### config.mk
export PLATFORM = sky130hd
export DESIGN_NAME = alu_flag_stage
export DESIGN_NICKNAME = d
export VERILOG_FILES = /design/src/rtl/alu_pkg.sv /design/src/rtl/alu_skid_buf.sv /design/src/rtl/alu_flag_stage.sv
export SDC_FILE = /design/constraint.sdc
export NUM_CORES = 1
export LEC_CHECK = 0
export BUFFER_PORTS_ARGS = -buffer_cell sky130_fd_sc_hd__clkbuf_2
export CORE_ASPECT_RATIO = 0.7
export CORE_MARGIN = 5
export CORE_UTILIZATION = 28
export DETAILED_ROUTE_END_ITERATION = 6
export GPL_TIMING_DRIVEN = 0
export MAX_ROUTING_LAYER = met4
export PLACE_DENSITY = 0.57
export SLEW_MARGIN = 20
export SYNTH_ARGS = -nofsm -noshare
export SYNTH_HDL_FRONTEND = slang
export SYNTH_SLANG_ARGS = --single-unit
### constraint.sdc
create_clock -name clk -period 2.3 [get_ports clk]
set_input_delay 0.46 -clock clk [delete_from_list [all_inputs] [get_ports clk]]
set_output_delay 0.46 -clock clk [all_outputs]
set_load 0.03 [all_outputs]
### src/rtl/alu_pkg.sv
// Shared flag/condition definitions for the add/sub result path and branch unit.
package alu_pkg;

    localparam int FLG_OF = 0;
    localparam int FLG_CF = 1;
    localparam int FLG_ZF = 2;
    localparam int FLG_NF = 3;
    localparam int NFLG   = 4;

    localparam int COND_EQ  = 0;
    localparam int COND_LT  = 1;
    localparam int COND_GE  = 2;
    localparam int COND_GT  = 3;
    localparam int COND_LTU = 4;
    localparam int COND_GTU = 5;
    localparam int NCOND    = 6;

    // Conditions assume the flags came from a subtract a-b.
    function automatic logic [NCOND-1:0] decode_cond(input logic [NFLG-1:0] flags);
        logic lt;
        logic [NCOND-1:0] c;
        c           = '0;
        lt          = flags[FLG_NF] ^ flags[FLG_OF];
        c[COND_EQ]  = flags[FLG_ZF];
        c[COND_LT]  = lt;
        c[COND_GE]  = ~lt;
        c[COND_GT]  = ~flags[FLG_ZF] & ~lt;
        c[COND_LTU] = ~flags[FLG_CF];
        c[COND_GTU] = flags[FLG_CF] & ~flags[FLG_ZF];
        return c;
    endfunction

endpackage

### src/rtl/alu_skid_buf.sv
// Two-entry valid/ready skid buffer: registered head plus one parking entry.
module alu_skid_buf #(
    parameter int W = 36
) (
    input  logic         clk,
    input  logic         rst,
    input  logic         in_valid,
    output logic         in_ready,
    input  logic [W-1:0] in_data,
    output logic         out_valid,
    input  logic         out_ready,
    output logic [W-1:0] out_data
);

    logic [W-1:0] head_q;
    logic [W-1:0] skid_q;
    logic         head_v;
    logic         skid_v;
    logic         accept;
    logic         retire;

    assign accept    = in_valid & in_ready;
    assign retire    = head_v & out_ready;
    assign in_ready  = ~skid_v;
    assign out_valid = head_v;
    assign out_data  = head_q;

    // The skid entry only fills while the head is stalled, so it is never
    // occupied with an empty head; head refills prefer it to keep order.
    always_ff @(posedge clk) begin
        if (rst) begin
            head_q <= '0;
            skid_q <= '0;
            head_v <= 1'b0;
            skid_v <= 1'b0;
        end else if (~head_v | retire) begin
            if (skid_v) begin
                head_q <= skid_q;
                head_v <= 1'b1;
                skid_v <= 1'b0;
            end else if (accept) begin
                head_q <= in_data;
                head_v <= 1'b1;
            end else begin
                head_v <= 1'b0;
            end
        end else if (accept) begin
            skid_q <= in_data;
            skid_v <= 1'b1;
        end
    end

endmodule

### src/rtl/alu_flag_stage.sv
// Registered add/sub result stage: skid-buffered result+flags, compare decode,
// sticky overflow and saturating accepted-operation counter.
module alu_flag_stage
    import alu_pkg::*;
#(
    parameter int W     = 32,
    parameter int CNT_W = 16
) (
    input  logic             clk,
    input  logic             rst,
    input  logic             in_valid,
    output logic             in_ready,
    input  logic [W-1:0]     in_result,
    input  logic             in_of,
    input  logic             in_cf,
    input  logic             in_zf,
    input  logic             in_nf,
    output logic             out_valid,
    input  logic             out_ready,
    output logic [W-1:0]     out_result,
    output logic [3:0]       out_flags,
    output logic [5:0]       out_cond,
    output logic             sticky_of,
    input  logic             sticky_clr,
    output logic [CNT_W-1:0] op_count
);

    localparam logic [CNT_W-1:0] CNT_MAX = '1;

    logic [W+3:0] in_data;
    logic [W+3:0] head;
    logic         accept;

    assign in_data = {in_nf, in_zf, in_cf, in_of, in_result};
    assign accept  = in_valid & in_ready;

    alu_skid_buf #(
        .W(W + 4)
    ) u_skid (
        .clk       (clk),
        .rst       (rst),
        .in_valid  (in_valid),
        .in_ready  (in_ready),
        .in_data   (in_data),
        .out_valid (out_valid),
        .out_ready (out_ready),
        .out_data  (head)
    );

    assign out_result = head[W-1:0];
    assign out_flags  = head[W+3:W];
    assign out_cond   = out_valid ? decode_cond(out_flags) : '0;

    always_ff @(posedge clk) begin
        if (rst) begin
            sticky_of <= 1'b0;
            op_count  <= '0;
        end else begin
            sticky_of <= (sticky_of & ~sticky_clr) | (accept & in_of);
            if (accept && op_count != CNT_MAX)
                op_count <= op_count + 1'b1;
        end
    end

endmodule
==> results.md <==
* Status: completed
* Synth top area cells: dfxtp_1 48%, mux2i_1 9.8%, nand2_1 7.4%, a211oi_1 7.2%, a21oi_1 6.0%
* CP endpoint kind: output pin
* Clock Tree Root: clkbuf_16
* Sequential share of the synthesized area at 0.483
* Measured slew at the worst slew-check pin at slightly below 0.8 ns
* Syn Area/Cell at between 8 and 9 sq um
* Area Overhead vs Synth at 27.3%
* CP Max Fanout at 10
* Area of the multi-input gates at 1820 sq um
* Vias in the first global route at between 3k and 4k
* Initial DRC count at 192
* Synth area leader: dfxtp_1
* Fin cells at between 700 and 800
* F_max at 480 MHz
* Synth Net Count at 473
* Max IR drop VDD at 0.000359 V
* Max-cap violation count at 0
* Ports at 102
* WS Path Type: reg -> out
* # fillers at 1366
* Final global-route overflow total at 0
* Number of synthesized register bits at 91
* Mapped cell area at 3770 sq um
* Antenna violations before repair at 0
* Die Y at 107 um
* Mapped Cells at roughly 430
* Diodes inserted at 0
* Full die area at 15900 sq um
* Initial DRT Pass Iterations at 4
* Dpl cells at 717
* WHS at approximately 0.36 ns
* Setup ws final at 0.217 ns
* P_leak at 1.88 nW
* Crit start category: flip-flop
* Final HPWL DP at 8.25 mm
* Vias post-DR at around 3.4k
* Clock-pin slew on the worst setup and hold paths at 0.07 ns
* Worst path arrival time at 1.62 ns
* Max transition margin at 0.470
* Final #Nets at 585
* Required @ worst endpoint at 1.84 ns
* Post-CTS resize count at 0
* Post-DRT Antenna Nets at 0
* Global-route wire length before repair at 17.6 mm
* Register area at 1820 sq um
* Largest net degree at the start of global routing at 15
* Core area at 13200 sq um
* H-tree Lvls at 3
* Slew Limit Fails at 0
* Setup violators final at 0
* Starting Density at 0.286
* Gp weighted congestion at 0.867
* Final worst path period share at 0.906
* Site Rows at 35
* RSZ-0062 raised after global routing: false
* I/O Buffers at 101
* Post-CTS Hold Fix Bufs at 0
* Share of the synthesized area in the top cell type at 0.483
* Library cells used by synthesis at 38
* CTS max path bufs at 2
* Period minus WS final at 2.08 ns
* Cts bufs inserted at 9
* Total of warnings raised by yosys at 0
* Post-route cell area at 4800 sq um
* Hold Crit Class: in -> reg
* GRT Total Usage at 0.143
* Final Core Density at 0.364
* Setup TNS at 0 ns
* CTS tree: done
* Power Density at 754 nW/um^2
* Drt wl/cell at approximately 15 um
* Total power at 3.62 mW
* Total clock sinks at roughly 90
* Area after DPL at 4510 sq um
* DIE WIDTH at 149 um
* Pre-CTS setup slack at roughly 0.068 ns
* DRC viols at 0
* Worst-skew pair later-pin latency at 0.34 ns
* Share of cells above drive strength 1 at 0.235
* Drt total wl at roughly 11 mm
* Post-CTS Setup Inserts at 0
* Clock Skews at 0.00921 ns
* Hold violation total from the final report at 0
* Routed vias/inst at 4.68
worst paths after layout:
path	slack, ns	depth (start not counted)	to	startpoint
setup reg to reg	0.30	5	u_skid.skid_q[29]$_SDFFE_PP0P_	u_skid.out_valid$_SDFFE_PP0P_
hold / removal	0.36	3	u_skid.skid_q[17]$_SDFFE_PP0P_	in_result[17]
hold reg to reg	0.46	2	u_skid.skid_q[22]$_SDFFE_PP0P_	u_skid.skid_q[22]$_SDFFE_PP0P_
setup / recovery	0.22	4	in_ready	u_skid.skid_v$_SDFFE_PP0P_
Yosys cell counts (all sizes together):
library cell / number
a211oi: 36
a21oi: 45
a31oi: 1
and2: 2
and3: 3
and4: 2
buf: 8
clkbuf: 20
dfxtp: 91
ha: 1
inv: 6
mux2: 3
mux2i: 37
nand2: 74
nand2b: 2
nand3: 7
nand4: 4
nor2: 50
nor2b: 6
nor3: 6
nor3b: 1
nor4: 3
nor4b: 1
o2111ai: 1
o21a: 1
o21ai: 5
o311ai: 1
o31a: 1
o31ai: 1
o41ai: 2
or2: 1
or3: 5
or4: 1
xor2: 3
layout by cell type, fill, tap and decap left out, drive strengths merged, types with 2 or more instances in the layout:
cell    count
and3        3
nor2b       6
clkinv      2
nor2       50
buf         8
nor4        3
nand2      74
and2        2
mux2i      37
clkbuf    134
o41ai       2
a211oi     36
nor3        6
nand3       7
nand2b      2
and4        2
or3         5
a21oi      45
inv         6
dfxtp      91
mux2        3
xor2        3
o21ai       5
nand4       4
logic make-up after synthesis:
kind of cell	count (synthesis)	share of synthesized area
XOR/XNOR	3	0.00696
flip-flops	91	0.483
adder cells (fa/ha/maj)	1	0.00332
buffers and inverters	34	0.0358
AND/OR/NAND/NOR	168	0.204
multiplexers	40	0.107
AO/OA/AOI/OAI	94	0.160
final cells by class:
type | count | share of cell area
clock inverter | 3 | 0.00443
tap | 185 | 0.0482
clock buffer | 13 | 0.0563
sequential | 91 | 0.379
timing repair buffer | 101 | 0.105
buffer | 28 | 0.0234
multi-input combinational | 306 | 0.378
inverter | 6 | 0.00469
per-layer routing:
| metal | routed length [um] | global-route usage | vias up |
|---|---|---|---|
| li1 | - | - | 1727 |
| met1 | 5540 | 0.196 | 1605 |
| met2 | 4820 | 0.211 | 87 |
| met3 | 574 | 0.0368 | 9 |
| met4 | 59 | 0.0327 | 0 |
| met5 | 0 | - | - |
power breakdown:
part,switching (mW),internal [mW]
clock network,0.604,0.822
registers,0.0514,1.65
logic,0.337,0.153
total,0.992,2.63
critical path: stages (launching register included):
cell and delay [ns]:
dfxtp_1 0.36, buf_2 0.30, buf_2 0.36, inv_1 0.07
clkbuf_2 0.19
registers in the layout, indices dropped and copies added, names as in the netlist:
signal,count
u_skid.skid_v,1
u_skid.skid_q,36
sticky_of,1
op_count,16
u_skid.out_valid,1
u_skid.out_data,36
Power figures use the tool's default switching activity.
